### config.mk
export PLATFORM = sky130hd
export DESIGN_NAME = ahb_resp_mux_s4_flat
export DESIGN_NICKNAME = d
export VERILOG_FILES = /design/src/rtl/ahb_resp_mux_s4_if.sv /design/src/rtl/ahb_resp_mux_s4.sv /design/src/flat_wrapper.sv
export SDC_FILE = /design/constraint.sdc
export NUM_CORES = 1
export LEC_CHECK = 0
export ABC_AREA = 1
export BUFFER_PORTS_ARGS = -buffer_cell sky130_fd_sc_hd__buf_2
export CAP_MARGIN = 20
export CORE_ASPECT_RATIO = 0.6
export CORE_MARGIN = 4
export CORE_UTILIZATION = 32
export CTS_CLUSTER_DIAMETER = 100
export CTS_CLUSTER_SIZE = 10
export DETAILED_ROUTE_END_ITERATION = 8
export PLACE_DENSITY = 0.84
export RECOVER_POWER = 100
export SETUP_SLACK_MARGIN = 0.02
export SLEW_MARGIN = 20
export SYNTH_ARGS = -nofsm -noshare
export SYNTH_HDL_FRONTEND = slang
export SYNTH_SLANG_ARGS = --single-unit
### constraint.sdc
create_clock -name HCLK -period 2.2 [get_ports HCLK]
set_clock_uncertainty 0.2 [all_clocks]
set_input_delay 0.44 -clock HCLK [delete_from_list [all_inputs] [get_ports HCLK]]
set_output_delay 0.44 -clock HCLK [all_outputs]
set_load 0.03 [all_outputs]
### src/rtl/ahb_resp_mux_s4_if.sv
// Slave-to-master response path bundle for the four-slave AHB interconnect.
// The "slave" modport is the mux's view; "master" is the driving/observing side.
interface ahb_resp_mux_s4_if;
  logic        SEL0;
  logic        SEL1;
  logic        SEL2;
  logic        SEL3;
  logic [1:0]  HTRANSm;
  logic [31:0] HRDATAS0;
  logic [31:0] HRDATAS1;
  logic [31:0] HRDATAS2;
  logic [31:0] HRDATAS3;
  logic        HREADYOUTS0;
  logic        HREADYOUTS1;
  logic        HREADYOUTS2;
  logic        HREADYOUTS3;
  logic [1:0]  HRESPS0;
  logic [1:0]  HRESPS1;
  logic [1:0]  HRESPS2;
  logic [1:0]  HRESPS3;
  logic [31:0] HRDATAm;
  logic        HREADYm;
  logic [1:0]  HRESPm;
  logic        DEFERRm;

  modport slave (
    input  SEL0, SEL1, SEL2, SEL3, HTRANSm,
    input  HRDATAS0, HRDATAS1, HRDATAS2, HRDATAS3,
    input  HREADYOUTS0, HREADYOUTS1, HREADYOUTS2, HREADYOUTS3,
    input  HRESPS0, HRESPS1, HRESPS2, HRESPS3,
    output HRDATAm, HREADYm, HRESPm, DEFERRm
  );

  modport master (
    output SEL0, SEL1, SEL2, SEL3, HTRANSm,
    output HRDATAS0, HRDATAS1, HRDATAS2, HRDATAS3,
    output HREADYOUTS0, HREADYOUTS1, HREADYOUTS2, HREADYOUTS3,
    output HRESPS0, HRESPS1, HRESPS2, HRESPS3,
    input  HRDATAm, HREADYm, HRESPm, DEFERRm
  );
endinterface

### src/rtl/ahb_resp_mux_s4.sv
// AHB slave-to-master response mux: latches the address-phase select into a
// data-phase owner and routes that slave back; a built-in default slave ERRORs.
module ahb_resp_mux_s4 (
  input  logic                 HCLK,
  input  logic                 HRESETn,
  ahb_resp_mux_s4_if.slave     bus,
  output logic [2:0]           dbg_dstate
);

  typedef enum logic [2:0] {
    D_NONE = 3'd0,
    D_S0   = 3'd1,
    D_S1   = 3'd2,
    D_S2   = 3'd3,
    D_S3   = 3'd4,
    D_ERR1 = 3'd5,
    D_ERR2 = 3'd6
  } dstate_e;

  dstate_e     dstate_q;
  dstate_e     dstate_d;
  dstate_e     sampled;
  logic [3:0]  sel;
  logic [31:0] rdata_r;
  logic        ready_r;
  logic [1:0]  resp_r;
  logic        deferr_r;

  assign sel        = {bus.SEL3, bus.SEL2, bus.SEL1, bus.SEL0};
  assign dbg_dstate = dstate_q;

  always_ff @(posedge HCLK) begin
    if (!HRESETn) begin
      dstate_q <= D_NONE;
    end else begin
      dstate_q <= dstate_d;
    end
  end

  // Routing from the current data-phase owner, before the reset override.
  always_comb begin
    rdata_r  = 32'h0;
    ready_r  = 1'b1;
    resp_r   = 2'b00;
    deferr_r = 1'b0;
    case (dstate_q)
      D_S0: begin
        rdata_r = bus.HRDATAS0;
        ready_r = bus.HREADYOUTS0;
        resp_r  = bus.HRESPS0;
      end
      D_S1: begin
        rdata_r = bus.HRDATAS1;
        ready_r = bus.HREADYOUTS1;
        resp_r  = bus.HRESPS1;
      end
      D_S2: begin
        rdata_r = bus.HRDATAS2;
        ready_r = bus.HREADYOUTS2;
        resp_r  = bus.HRESPS2;
      end
      D_S3: begin
        rdata_r = bus.HRDATAS3;
        ready_r = bus.HREADYOUTS3;
        resp_r  = bus.HRESPS3;
      end
      D_ERR1: begin
        ready_r = 1'b0;
        resp_r  = 2'b01;
      end
      D_ERR2: begin
        resp_r   = 2'b01;
        deferr_r = 1'b1;
      end
      default: ;
    endcase
  end

  // Address-phase decode: a non-one-hot select is only an error when the
  // master is actually transferring (NONSEQ/SEQ).
  always_comb begin
    sampled = D_NONE;
    case (sel)
      4'b0001: sampled = D_S0;
      4'b0010: sampled = D_S1;
      4'b0100: sampled = D_S2;
      4'b1000: sampled = D_S3;
      default: sampled = bus.HTRANSm[1] ? D_ERR1 : D_NONE;
    endcase
  end

  always_comb begin
    dstate_d = dstate_q;
    if (dstate_q == D_ERR1) begin
      dstate_d = D_ERR2;
    end else if (ready_r) begin
      dstate_d = sampled;
    end
  end

  always_comb begin
    bus.HRDATAm = rdata_r;
    bus.HREADYm = ready_r;
    bus.HRESPm  = resp_r;
    bus.DEFERRm = deferr_r;
    if (!HRESETn) begin
      bus.HRDATAm = 32'h0;
      bus.HREADYm = 1'b1;
      bus.HRESPm  = 2'b00;
      bus.DEFERRm = 1'b0;
    end
  end

endmodule

### src/flat_wrapper.sv
// flat-port wrapper written by rule: the top's interface ports become plain ports
module ahb_resp_mux_s4_flat 
  (HCLK, HRESETn, dbg_dstate, bus_SEL0, bus_SEL1, bus_SEL2, bus_SEL3, bus_HTRANSm, bus_HRDATAS0, bus_HRDATAS1, bus_HRDATAS2, bus_HRDATAS3, bus_HREADYOUTS0, bus_HREADYOUTS1, bus_HREADYOUTS2, bus_HREADYOUTS3, bus_HRESPS0, bus_HRESPS1, bus_HRESPS2, bus_HRESPS3, bus_HRDATAm, bus_HREADYm, bus_HRESPm, bus_DEFERRm);
  ahb_resp_mux_s4_if bus_i ();
  input  logic HCLK;
  input  logic HRESETn;
  output logic [2:0] dbg_dstate;
  input wire logic [$bits(bus_i.SEL0)-1:0] bus_SEL0;
  input wire logic [$bits(bus_i.SEL1)-1:0] bus_SEL1;
  input wire logic [$bits(bus_i.SEL2)-1:0] bus_SEL2;
  input wire logic [$bits(bus_i.SEL3)-1:0] bus_SEL3;
  input wire logic [$bits(bus_i.HTRANSm)-1:0] bus_HTRANSm;
  input wire logic [$bits(bus_i.HRDATAS0)-1:0] bus_HRDATAS0;
  input wire logic [$bits(bus_i.HRDATAS1)-1:0] bus_HRDATAS1;
  input wire logic [$bits(bus_i.HRDATAS2)-1:0] bus_HRDATAS2;
  input wire logic [$bits(bus_i.HRDATAS3)-1:0] bus_HRDATAS3;
  input wire logic [$bits(bus_i.HREADYOUTS0)-1:0] bus_HREADYOUTS0;
  input wire logic [$bits(bus_i.HREADYOUTS1)-1:0] bus_HREADYOUTS1;
  input wire logic [$bits(bus_i.HREADYOUTS2)-1:0] bus_HREADYOUTS2;
  input wire logic [$bits(bus_i.HREADYOUTS3)-1:0] bus_HREADYOUTS3;
  input wire logic [$bits(bus_i.HRESPS0)-1:0] bus_HRESPS0;
  input wire logic [$bits(bus_i.HRESPS1)-1:0] bus_HRESPS1;
  input wire logic [$bits(bus_i.HRESPS2)-1:0] bus_HRESPS2;
  input wire logic [$bits(bus_i.HRESPS3)-1:0] bus_HRESPS3;
  output wire logic [$bits(bus_i.HRDATAm)-1:0] bus_HRDATAm;
  output wire logic [$bits(bus_i.HREADYm)-1:0] bus_HREADYm;
  output wire logic [$bits(bus_i.HRESPm)-1:0] bus_HRESPm;
  output wire logic [$bits(bus_i.DEFERRm)-1:0] bus_DEFERRm;
  assign bus_i.SEL0 = bus_SEL0;
  assign bus_i.SEL1 = bus_SEL1;
  assign bus_i.SEL2 = bus_SEL2;
  assign bus_i.SEL3 = bus_SEL3;
  assign bus_i.HTRANSm = bus_HTRANSm;
  assign bus_i.HRDATAS0 = bus_HRDATAS0;
  assign bus_i.HRDATAS1 = bus_HRDATAS1;
  assign bus_i.HRDATAS2 = bus_HRDATAS2;
  assign bus_i.HRDATAS3 = bus_HRDATAS3;
  assign bus_i.HREADYOUTS0 = bus_HREADYOUTS0;
  assign bus_i.HREADYOUTS1 = bus_HREADYOUTS1;
  assign bus_i.HREADYOUTS2 = bus_HREADYOUTS2;
  assign bus_i.HREADYOUTS3 = bus_HREADYOUTS3;
  assign bus_i.HRESPS0 = bus_HRESPS0;
  assign bus_i.HRESPS1 = bus_HRESPS1;
  assign bus_i.HRESPS2 = bus_HRESPS2;
  assign bus_i.HRESPS3 = bus_HRESPS3;
  assign bus_HRDATAm = bus_i.HRDATAm;
  assign bus_HREADYm = bus_i.HREADYm;
  assign bus_HRESPm = bus_i.HRESPm;
  assign bus_DEFERRm = bus_i.DEFERRm;
  ahb_resp_mux_s4 u_core (.HCLK(HCLK), .HRESETn(HRESETn), .bus(bus_i), .dbg_dstate(dbg_dstate));
endmodule
==> results_dict.tcl <==
set metrics [dict create \
    internal-power_mw 1.211 \
    synth_fp_nets 399 \
    synth_cell_types 22 \
    ys_ff_latch 3 \
    cp_slowest_stage_delay_ns 0.37 \
    worstPathRequired_ns 1.56 \
    drt_iter0_drc 145 \
    r2r_start "u_core.dbg_dstate[1]$_SDFFE_PN0P_" \
    grt_util_all_layers_pct 23.39 \
    initial_core_util_pct 33.69 \
    first_pass_iters 6 \
    drtAntennaViolNets 0 \
    setup_viol 2 \
    cpLargestDelayFamily "buffers and inverters" \
    power.density_nw_per_um2 953.7 \
    drv_cap 0 \
    cts-htree-levels 1 \
    viasPerCell 5.481 \
    r2r_cells 7 \
    place.gp.congestion 0.9046 \
    netlist_area_um2 1411 \
    rrSetupSlack_ns 0.68 \
    min-delay-start "HRESETn" \
    cts_root_buffer "clkbuf_8" \
    rsz0062_at_grt "true" \
    avgSynthCellArea_um2 5.623 \
    wl_mm 7.699 \
    fmax_mhz 452.7 \
    crit_chain "inv_4, nor2_4, clkbuf_16, nand3_1, a41oi_2, buf_6" \
    num_vias 2702 \
    setup_slack_ns -0.009155 \
    cts_buffers 3 \
    dpl_cell_area_um2 2655 \
    antenna_cells 0 \
    rows 18 \
    status "finished with violations" \
    start_kind "flop" \
    power_frac_clock_pct 5.7 \
    fp.dieH_um 59.44 \
    vdd_drop_max_mv 0.4189 \
    wire_per_inst_um 15.62 \
    area.growth.synth_to_final_pct 111.3 \
    largest_reg_flops 3 \
    clk_pin_slew_ns 0.03 \
    fin_crit_sh_pct 100.4 \
    grt_pass1_wl_mm 10.62 \
    antenna_found_initial 0 \
    grt_pass1_vias 2396 \
    die-area_um2 5572 \
    core_area_um2 4189 \
    p_sw_share_pct 57.44 \
    post-cts-setup-buffer-count 0 \
    worst_slew_pin_slew_ns 0.2715 \
    cts_buffer_depth 2 \
    critPathMaxFanout 24 \
    cts.sinks 3 \
    drive_gt1_share_pct 58.89 \
    violations "negative setup slack" \
    path_buf_inv 3 \
    clk_latency_ns 0.22 \
    io_buffers 185 \
    stdcell_area_um2 2983 \
    synthCells 251 \
    synth.yosys.seq_area_share_pct 4.255 \
    dpl.hpwl_mm 5.734 \
    yosysWarnings 0 \
    slew_headroom_pct 81.90 \
    min_path_cells 4 \
    cp_slowest_cell "dfxtp_4" \
    leakage_nw 1.236 \
    finalPower_mw 2.845 \
    io_pins 187 \
    hold_viol_final 0 \
    min_period_ns 2.209 \
    path_class "flop to output pin" \
    layout.nets 582 \
    cts_tree "yes" \
    drc 0 \
    crit_path_end_kind "output pin" \
    p_seq_share_pct 4.8 \
    crit_arrival_ns 1.57 \
    combPwrFrac_pct 89.5 \
    crit-reg2reg-capture "u_core.dbg_dstate[0]$_SDFFE_PP0P_" \
    drv_slew 0 \
    overflow 0 \
    hold_end "u_core.dbg_dstate[0]$_SDFFE_PP0P_" \
    die_w_um 93.74 \
    power_switching_mw 1.634 \
    hp-class "input port to flop" \
    grt_max_degree 49 \
]
[cell usage after synthesis]
| master | count | area, um^2 |
|---|---|---|
| buf_2 | 14 | 70.07 |
| a21oi_1 | 4 | 20.02 |
| nand2_2 | 1 | 6.260 |
| clkbuf_1 | 6 | 22.52 |
| inv_1 | 3 | 11.26 |
| a41oi_1 | 24 | 210.2 |
| nor3_1 | 1 | 5.000 |
| nor2_1 | 11 | 41.29 |
| buf_4 | 3 | 22.52 |
| inv_2 | 5 | 18.77 |
| nor2_4 | 2 | 22.52 |
| nor4_1 | 1 | 6.260 |
| nand4_1 | 3 | 18.77 |
| o21bai_1 | 2 | 15.01 |
| nand3b_1 | 1 | 7.510 |
| nand2_1 | 80 | 300.3 |
| clkinv_1 | 1 | 3.750 |
| nand3_1 | 73 | 365.4 |
| a41oi_2 | 10 | 162.7 |
| dfxtp_1 | 3 | 60.06 |
| o21ai_0 | 2 | 10.01 |
| buf_6 | 1 | 11.26 |
[cells in the final DEF, fill, tap and decap left out, types with 2 or more instances in the layout]
cell type  instances
a21oi_1            4
a41oi_2           32
a41oi_4            2
buf_12             5
buf_2            153
buf_4             10
buf_6             33
clkbuf_8           3
dfxtp_4            2
inv_1              3
inv_2              4
nand2_1           80
nand3_1           69
nand3_2            4
nand4_1            3
nor2_1            11
nor2_4             2
o21ai_0            2
o21bai_1           2
[power groups by stage]
stage,registers [mW],clock network (mW),logic (mW)
6_report,0.135,0.163,2.55
3_5_place_dp,0.127,0,2.19
4_1_cts,0.132,0.168,2.28
5_1_grt,0.143,0.173,2.69
3_3_place_gp,0.127,0,2.15
2_1_floorplan,0.151,0,1.48
[area by class of cell]
type	instances	area (um^2)
inverter	9	36.28
timing repair buffer	202	1338
clock buffer	4	45.04
multi-input combinational	215	1420
sequential	3	68.82
fill	371	1206
tap	60	75.07
[worst reg2reg max path: stages (launching register included)]
cell      delay, ns
dfxtp_4        0.37
inv_4          0.06
nor2_4         0.18
buf_12         0.19
nand3b_1       0.14
nand2_2        0.09
o21bai_1       0.13
nor2_1         0.05
[repair_timing]
action | 4_1_cts | 5_1_grt
gates cloned | 0 | 1
resized for setup | 25 | 73
hold buffers | 0 | 0
endpoints found under the setup margin | 35 | 35
pin swaps | 3 | 0
[kinds of logic (layout without fill, tap and decap cells)]
logic type	Yosys count	count (layout)	share of synthesized area, %
AOI/OAI and AO/OA	42	42	29.61
buffers and inverters	33	215	11.35
DFF	3	3	4.255
and+or+nand+nor	173	173	54.79
[per-stage QoR]
step                hold WS, ns  utilization, %  worst slack [ns]  cells  setup TNS [ns]
floorplan                0.4539               -           0.02859    251               0
global placement         0.6065           63.38            0.1627    488               0
detailed placement       0.5993           63.38            0.1260    488               0
CTS                      0.3790           66.19           0.01578    492               0
global route             0.4069           71.21          -0.06329    493          -1.016
finish                   0.3906           71.21         -0.009155    493        -0.01115
[routing by layer]
layer | wire length [um] | track usage [%]
met2 | 3991 | 45.71
met1 | 2768 | 25.73
met5 | 0 | 0
met4 | 138 | 7.613
met3 | 801 | 4.315
[worst max-delay path by stage]
stage / depth (start not counted) / slack (ns) / from / endpoint
2_1_floorplan: 4 / 0.03 / u_core.dbg_dstate[0]$_SDFFE_PP0P_ / bus_DEFERRm
3_3_place_gp: 5 / 0.16 / u_core.dbg_dstate[2]$_SDFFE_PN0P_ / bus_HRDATAm[23]
3_5_place_dp: 7 / 0.13 / u_core.dbg_dstate[1]$_SDFFE_PN0P_ / bus_HRDATAm[30]
4_1_cts: 6 / 0.02 / u_core.dbg_dstate[1]$_SDFFE_PN0P_ / bus_HRDATAm[3]
5_1_grt: 6 / -0.06 / u_core.dbg_dstate[1]$_SDFFE_PN0P_ / bus_HRDATAm[2]
6_report: 6 / -0.009 / u_core.dbg_dstate[1]$_SDFFE_PN0P_ / bus_HRDATAm[2]
Power figures use the tool's default switching activity.
